===== config.mk =====
export PLATFORM = sky130hd
export DESIGN_NAME = mem_bus_arbiter
export DESIGN_NICKNAME = d
export VERILOG_FILES = /design/src/rtl/mem_bus_arbiter.sv
export SDC_FILE = /design/constraint.sdc
export NUM_CORES = 1
export LEC_CHECK = 0
export CAP_MARGIN = 15
export CELL_PAD_IN_SITES_DETAIL_PLACEMENT = 0
export CELL_PAD_IN_SITES_GLOBAL_PLACEMENT = 1
export CORE_MARGIN = 10
export CORE_UTILIZATION = 29
export CTS_CLUSTER_DIAMETER = 200
export CTS_CLUSTER_SIZE = 10
export DETAILED_ROUTE_END_ITERATION = 10
export PLACE_DENSITY = 0.84
export REMOVE_ABC_BUFFERS = 1
export SYNTH_ARGS = -nofsm -noshare
export SYNTH_HDL_FRONTEND = slang
export SYNTH_SLANG_ARGS = --single-unit
export TNS_END_PERCENT = 5

===== constraint.sdc =====
create_clock -name clk -period 1.8 [get_ports clk]
set_input_delay 0.36 -clock clk [delete_from_list [all_inputs] [get_ports clk]]
set_output_delay 0.36 -clock clk [all_outputs]
set_load 0.01 [all_outputs]

===== src/rtl/mem_bus_arbiter.sv =====
// Round-robin arbiter that shares one single-port memory between a CPU and an I/O requester.
// Every transaction takes three cycles: IDLE (arbitrate and latch), ACCESS (strobe), RESPOND (ack).
module mem_bus_arbiter #(
    parameter int AW = 12,
    parameter int DW = 16
) (
    input  logic          clk,
    input  logic          reset,
    input  logic          cpu_req,
    input  logic          cpu_we,
    input  logic [AW-1:0] cpu_addr,
    input  logic [DW-1:0] cpu_wdata,
    output logic          cpu_ack,
    output logic [DW-1:0] cpu_rdata,
    input  logic          io_req,
    input  logic          io_we,
    input  logic [AW-1:0] io_addr,
    input  logic [DW-1:0] io_wdata,
    output logic          io_ack,
    output logic [DW-1:0] io_rdata,
    output logic [AW-1:0] mem_addr,
    output logic [DW-1:0] mem_wdata,
    output logic          mem_read,
    output logic          mem_write,
    input  logic [DW-1:0] mem_rdata,
    output logic          busy,
    output logic [1:0]    dbg_state
);

    // Handshake: a requester raises req with we/addr/wdata valid and holds it until its ack;
    // operands are captured only at grant, and ack is a single-cycle pulse in RESPOND.
    typedef enum logic [1:0] {
        IDLE    = 2'd0,
        ACCESS  = 2'd1,
        RESPOND = 2'd2
    } state_t;

    state_t        r_state;
    state_t        w_next_state;
    logic          r_we;
    logic          r_gnt_io;
    logic          r_last_io;
    logic [DW-1:0] r_cpu_rdata;
    logic [DW-1:0] r_io_rdata;
    logic          w_any_req;
    logic          w_pick_io;
    logic          w_sel_we;

    assign w_any_req = cpu_req | io_req;
    assign w_pick_io = io_req & (~cpu_req | ~r_last_io);
    assign w_sel_we  = w_pick_io ? io_we : cpu_we;

    always_ff @(posedge clk) begin
        if (reset) begin
            r_state <= IDLE;
        end else begin
            r_state <= w_next_state;
        end
    end

    always_comb begin
        w_next_state = IDLE;
        case (r_state)
            IDLE:    w_next_state = w_any_req ? ACCESS : IDLE;
            ACCESS:  w_next_state = RESPOND;
            RESPOND: w_next_state = IDLE;
            default: w_next_state = IDLE;
        endcase
    end

    always_ff @(posedge clk) begin
        if (reset) begin
            r_we        <= 1'b0;
            r_gnt_io    <= 1'b0;
            r_last_io   <= 1'b1;
            mem_addr    <= '0;
            mem_wdata   <= '0;
            mem_read    <= 1'b0;
            mem_write   <= 1'b0;
            cpu_ack     <= 1'b0;
            io_ack      <= 1'b0;
            busy        <= 1'b0;
            r_cpu_rdata <= '0;
            r_io_rdata  <= '0;
        end else begin
            mem_read  <= 1'b0;
            mem_write <= 1'b0;
            cpu_ack   <= 1'b0;
            io_ack    <= 1'b0;
            busy      <= (w_next_state != IDLE);
            case (r_state)
                IDLE: begin
                    if (w_any_req) begin
                        r_gnt_io  <= w_pick_io;
                        r_last_io <= w_pick_io;
                        r_we      <= w_sel_we;
                        mem_addr  <= w_pick_io ? io_addr : cpu_addr;
                        mem_wdata <= w_pick_io ? io_wdata : cpu_wdata;
                        mem_read  <= ~w_sel_we;
                        mem_write <= w_sel_we;
                    end
                end
                ACCESS: begin
                    cpu_ack <= ~r_gnt_io;
                    io_ack  <= r_gnt_io;
                end
                RESPOND: begin
                    // Keep the read word so rdata holds it through later writes.
                    if (!r_we) begin
                        if (r_gnt_io) r_io_rdata <= mem_rdata;
                        else          r_cpu_rdata <= mem_rdata;
                    end
                end
                default: ;
            endcase
        end
    end

    // Memory data only arrives in RESPOND, so the ack cycle forwards it; the selects are registered.
    assign cpu_rdata = (cpu_ack && !r_we) ? mem_rdata : r_cpu_rdata;
    assign io_rdata  = (io_ack && !r_we) ? mem_rdata : r_io_rdata;
    assign dbg_state = r_state;

endmodule


# Word level (Yosys, flattened, before mapping)
# Index checks and enable logic that the tools add are counted.
dict set report op_classes {
  eq_ne 2
  n_mux 7
  bitwise_logic 11
  n_reduce_logical 10
}
# cell count
set op_table {}
lappend op_table {{2-to-1 mux 16 bit} 3}
lappend op_table {{2-to-1 mux 12 bit} 1}
lappend op_table {{NOT 1 bit} 8}
lappend op_table {{AND reduction 3 bit} 2}
lappend op_table {{one-hot mux 2 bit (2 select lines)} 1}
lappend op_table {{OR reduction 3 bit} 1}
lappend op_table {{== test 2 x 1 -> 1 bit (second input constant)} 1}
lappend op_table {{== test 2 bit (second input constant)} 1}
lappend op_table {{logical AND 1 bit} 2}
lappend op_table {{zero test 2 bit} 1}
lappend op_table {{2-to-1 mux 1 bit} 2}
lappend op_table {{OR 1 bit} 2}
lappend op_table {{AND reduction 2 bit} 1}
lappend op_table {{nonzero test 2 bit} 1}
lappend op_table {{OR reduction 2 bit} 1}
lappend op_table {{AND 1 bit} 1}
lappend op_table {{zero test 1 bit} 1}
dict set report totals {
  ff_bits 70
}

# Depth between registers and ports, before layout
dict set report logic_depth {
  depth_word 5
  depth_mapped 5
}

# Worst setup path after synthesis
# No wires, ideal clock.
dict set report synth_path {
  path_type {register to output}
  start {register r_we}
  end {output port cpu_rdata[10]}
  arrival_ps 1240
  slack_ps 200
  path_stages_with_launch 5
  n_path_buf 2
  cell_sequence {dfxtp_1 nand2b_1 buf_2 buf_4 mux2_2}
}
dict set report synth_between {
  elab_chain_len 3
}
# element line
set synth_lines {}
lappend synth_lines {{start, declared} 40} ;# logic r_we;
lappend synth_lines {{start signal, assigned} 96} ;# r_we <= w_sel_we;
lappend synth_lines {{zero test 1 bit} 120} ;# assign cpu_rdata = (cpu_ack && !r_we) ? mem_rdata : r_cpu_rdata;
lappend synth_lines {{logical AND 1 bit} 120}
lappend synth_lines {{2-to-1 mux 16 bit} 120}
lappend synth_lines {{end, declared} 14} ;# output logic [DW-1:0] cpu_rdata,
# Every way passes these cells.

# Final worst setup path
dict set report layout_path {
  start {register r_we}
  end {output port cpu_rdata[7]}
}
# Same word-level chain as after synthesis.

==> qor.tcl <==
set qor(num_io_pins) 145
set qor(synthesis.instances) 374
set qor(hold-worst-slack_ps) 354.9
set qor(finish.instance_area_um2) 5379
set qor(max_freq_mhz) 525.7
set qor(synth.top_cells.by_area) {sky130_fd_sc_hd__dfxtp_1, sky130_fd_sc_hd__nand2_1, sky130_fd_sc_hd__mux2_2}
set qor(cpMaxStageDelayCell) {sky130_fd_sc_hd__dfxtp_4}
set qor(synthesis.area_um2) 3133
set qor(starting_density_of_the_core_pct) 30.08
set qor(grt_setup_unrepaired) {true}
set qor(worst_skew_late_latency_ps) 330
set qor(leakage_nw) 2.154
set qor(worstPathCellList) {nand2b_4 > buf_12 > buf_8 > mux2_4 > buf_6}
set qor(avgRoutedWirePerCell_um) 17.00
set qor(final_net_count) 613
set qor(cp.required_ps) 1440
set qor(timing.critical_path.to_type) {output port}
set qor(avgSynthCellArea_um2) 8.377
set qor(final_cell_mix) {sky130_fd_sc_hd__nand2_1, sky130_fd_sc_hd__clkdlybuf4s50_1, sky130_fd_sc_hd__dfxtp_1, sky130_fd_sc_hd__a21oi_1, sky130_fd_sc_hd__buf_6}
set qor(synth_largest_type_area_fraction_pct) 44.73
set qor(worst-r2r-setup-slack_ps) 170
set qor(path_clk_slew_ps) 80
set qor(via_count) 3279
set qor(slew_viol_final) 0
set qor(timing.max_slew.rel_slack_pct) 51.48
set qor(die_area_um2) 15360
set qor(critical_path.n_buffers_inverters) 3
set qor(number_of_h_tree_levels) 3
set qor(critical_path_class) {reg -> out}
set qor(tns_ps) -2651
set qor(max_cap_violations) 0
set qor(grt_max_degree) 36
set qor(antenna_found_initial) 0
set qor(yosysWarningCount) 0
set qor(grt_usage_pct) 14.69
set qor(num_rows) 37
set qor(viasPerCell) 4.843
set qor(ctsRootBufferMaster) {sky130_fd_sc_hd__clkbuf_8}
set qor(core_area_um2) 10420
set qor(hpwl_mm) 7.852
set qor(mostFrequentLayoutCell) {sky130_fd_sc_hd__nand2_1}
set qor(cts-buffers-inserted) 9
set qor(post_synth_num_cell_types) 31
set qor(hold_class) {in -> reg}
set qor(route.final.wire_length_mm) 11.51
set qor(failed_checks) {setup timing}
set qor(numClockSinks) 70
set qor(port_buffers) 144
set qor(report.power.total_mw) 3.835
set qor(grt_first_pass_wirelength_mm) 17.74
set qor(placedInstanceArea_um2) 4897
set qor(synth.yosys.seq_area_share_pct) 44.73
set qor(critPathArrivalTime_ps) 1540
set qor(fin_ws_ps) -102.3
set qor(place.gp.congestion) 0.7780
set qor(outcome) {complete, but fails checks}
set qor(drc_errors) 0
set qor(timing_worst_slew_pin_value_ps) 726.1
set qor(number_of_drc_violations_after_detailed_routing_iteration_0) 164
set qor(postRouteAntennaNets) 0
set qor(hold_viol_final) 0
set qor(overflow) 0
set qor(slowest_delay_ps) 360
set qor(power.ir.vdd_worst_mv) 0.3360
set qor(period_share_pct) 105.7
set qor(tritoncts) {built}
set qor(area_delta_synth_final_pct) 71.69
set qor(fin_util_pct) 51.64
set qor(fin_skew_ps) 6.514
set qor(die_x_um) 123.9
set qor(final_layout_size_suffix_gt1_share_pct) 24.44
set qor(crit_path_start_kind) {flip-flop}
set qor(die-height_um) 123.9
set qor(synth_area_leader_cell) {sky130_fd_sc_hd__dfxtp_1}
set qor(via_count_of_the_first_global_routing_pass) 3391
set qor(timing.critical_path.max_delay_family) {buffers and inverters}
set qor(iteration_count_of_the_initial_detailed_routing_pass) 5
set qor(critical_path_peak_fanout) 4
set qor(power-per-cell-area_nw_per_um2) 712.9
set qor(finalSetupViolations) 32
set qor(period_needed_ps) 1902
set qor(clk_path_buf_depth) 2
set qor(yosys_register_bits) 70
-- worst paths after layout --
| path | start | to | cells past startpoint |
|---|---|---|---|
| max | r_we | cpu_rdata[7] | 5 |
| min | reset | cpu_ack | 3 |
| max reg2reg | dbg_state[1] | mem_addr[0] | 3 |
| min reg2reg | r_cpu_rdata[15] | r_cpu_rdata[15] | 2 |
-- registers in the layout, summed over array words and instances (netlist names) --
name / flops
r_io_rdata: 16
mem_write: 1
cpu_ack: 1
mem_read: 1
io_ack: 1
mem_wdata: 16
r_we: 1
r_gnt_io: 1
dbg_state: 2
busy: 1
r_cpu_rdata: 16
r_last_io: 1
mem_addr: 12
-- synth_stat cells --
master	instances
sky130_fd_sc_hd__a311oi_1	28
sky130_fd_sc_hd__nor4bb_1	1
sky130_fd_sc_hd__nand2b_1	1
sky130_fd_sc_hd__nor2_1	5
sky130_fd_sc_hd__buf_2	17
sky130_fd_sc_hd__dfxtp_1	70
sky130_fd_sc_hd__clkbuf_2	1
sky130_fd_sc_hd__buf_4	3
sky130_fd_sc_hd__nand4bb_1	1
sky130_fd_sc_hd__nor3_1	1
sky130_fd_sc_hd__nor4b_4	1
sky130_fd_sc_hd__mux2i_1	1
sky130_fd_sc_hd__nor3b_1	1
sky130_fd_sc_hd__a21bo_2	1
sky130_fd_sc_hd__nor2b_1	1
sky130_fd_sc_hd__nand2_1	121
sky130_fd_sc_hd__a211oi_1	1
sky130_fd_sc_hd__nand3b_1	1
sky130_fd_sc_hd__or3b_2	1
sky130_fd_sc_hd__o21ai_1	1
sky130_fd_sc_hd__or4b_1	1
sky130_fd_sc_hd__a21oi_1	62
sky130_fd_sc_hd__inv_1	1
sky130_fd_sc_hd__clkbuf_1	12
sky130_fd_sc_hd__o21ai_0	2
sky130_fd_sc_hd__mux2_2	32
sky130_fd_sc_hd__a21boi_1	1
sky130_fd_sc_hd__buf_6	1
sky130_fd_sc_hd__nand3_1	1
sky130_fd_sc_hd__and2_1	1
sky130_fd_sc_hd__or2_2	2
-- repair_timing --
action / 4_1_cts / 5_1_grt
resized for setup: 189 / 22
cloned: 2 / 0
endpoints found under the setup margin: 61 / 34
hold buffers: 0 / 0
buffers inserted: 4 / 2
-- layout make-up --
class	count	area, µm²
Antenna cell	1	2.502
Clock buffer	12	145.1
Clock inverter	4	22.52
Fill cell	984	5037
Inverter	1	3.754
Multi-Input combinational cell	269	1715
Sequential cell	70	1406
Tap cell	136	170.2
Timing Repair Buffer	184	1913
-- layer usage --
metal	global-route usage [%]	share of wire (%)	up-vias	wire length, µm
li1	-	-	1619	-
met2	22.15	43	152	4966
met3	9.729	15	9	1684
met5	0	0	-	0
met1	16.85	41	1499	4739
met4	3.813	1.0	0	116
-- cells by family after synthesis --
kind of cell | Yosys count | share of synthesized area (%)
AO/OA/AOI/OAI | 96 | 19.01
buffers and inverters | 35 | 5.511
multiplexers | 33 | 11.82
AND/OR/NAND/NOR | 140 | 18.93
flip-flops | 70 | 44.73
-- power breakdown --
| part | internal, mW | switching [mW] | total (mW) |
|---|---|---|---|
| logic | 0.566 | 0.431 | 0.997 |
| registers | 1.65 | 0.0614 | 1.72 |
| clock network | 0.532 | 0.589 | 1.12 |
| total | 2.75 | 1.08 | 3.83 |
-- per-stage QoR --
stage | cells | setup slack (ps)
after detailed placement | 652 | -573.8
after CTS | 674 | -170.3
final | 677 | -102.3
after floorplan | 340 | -235.8
after global routing | 676 | -171.0
after global placement | 652 | -451.3
-- worst register-to-register path, delay by kind of cell (launching register included) --
kind | cells | cell delay [ps]
compound gates | 1 | 220
flops | 1 | 320
simple gates | 2 | 920
Power figures use the tool's default switching activity.
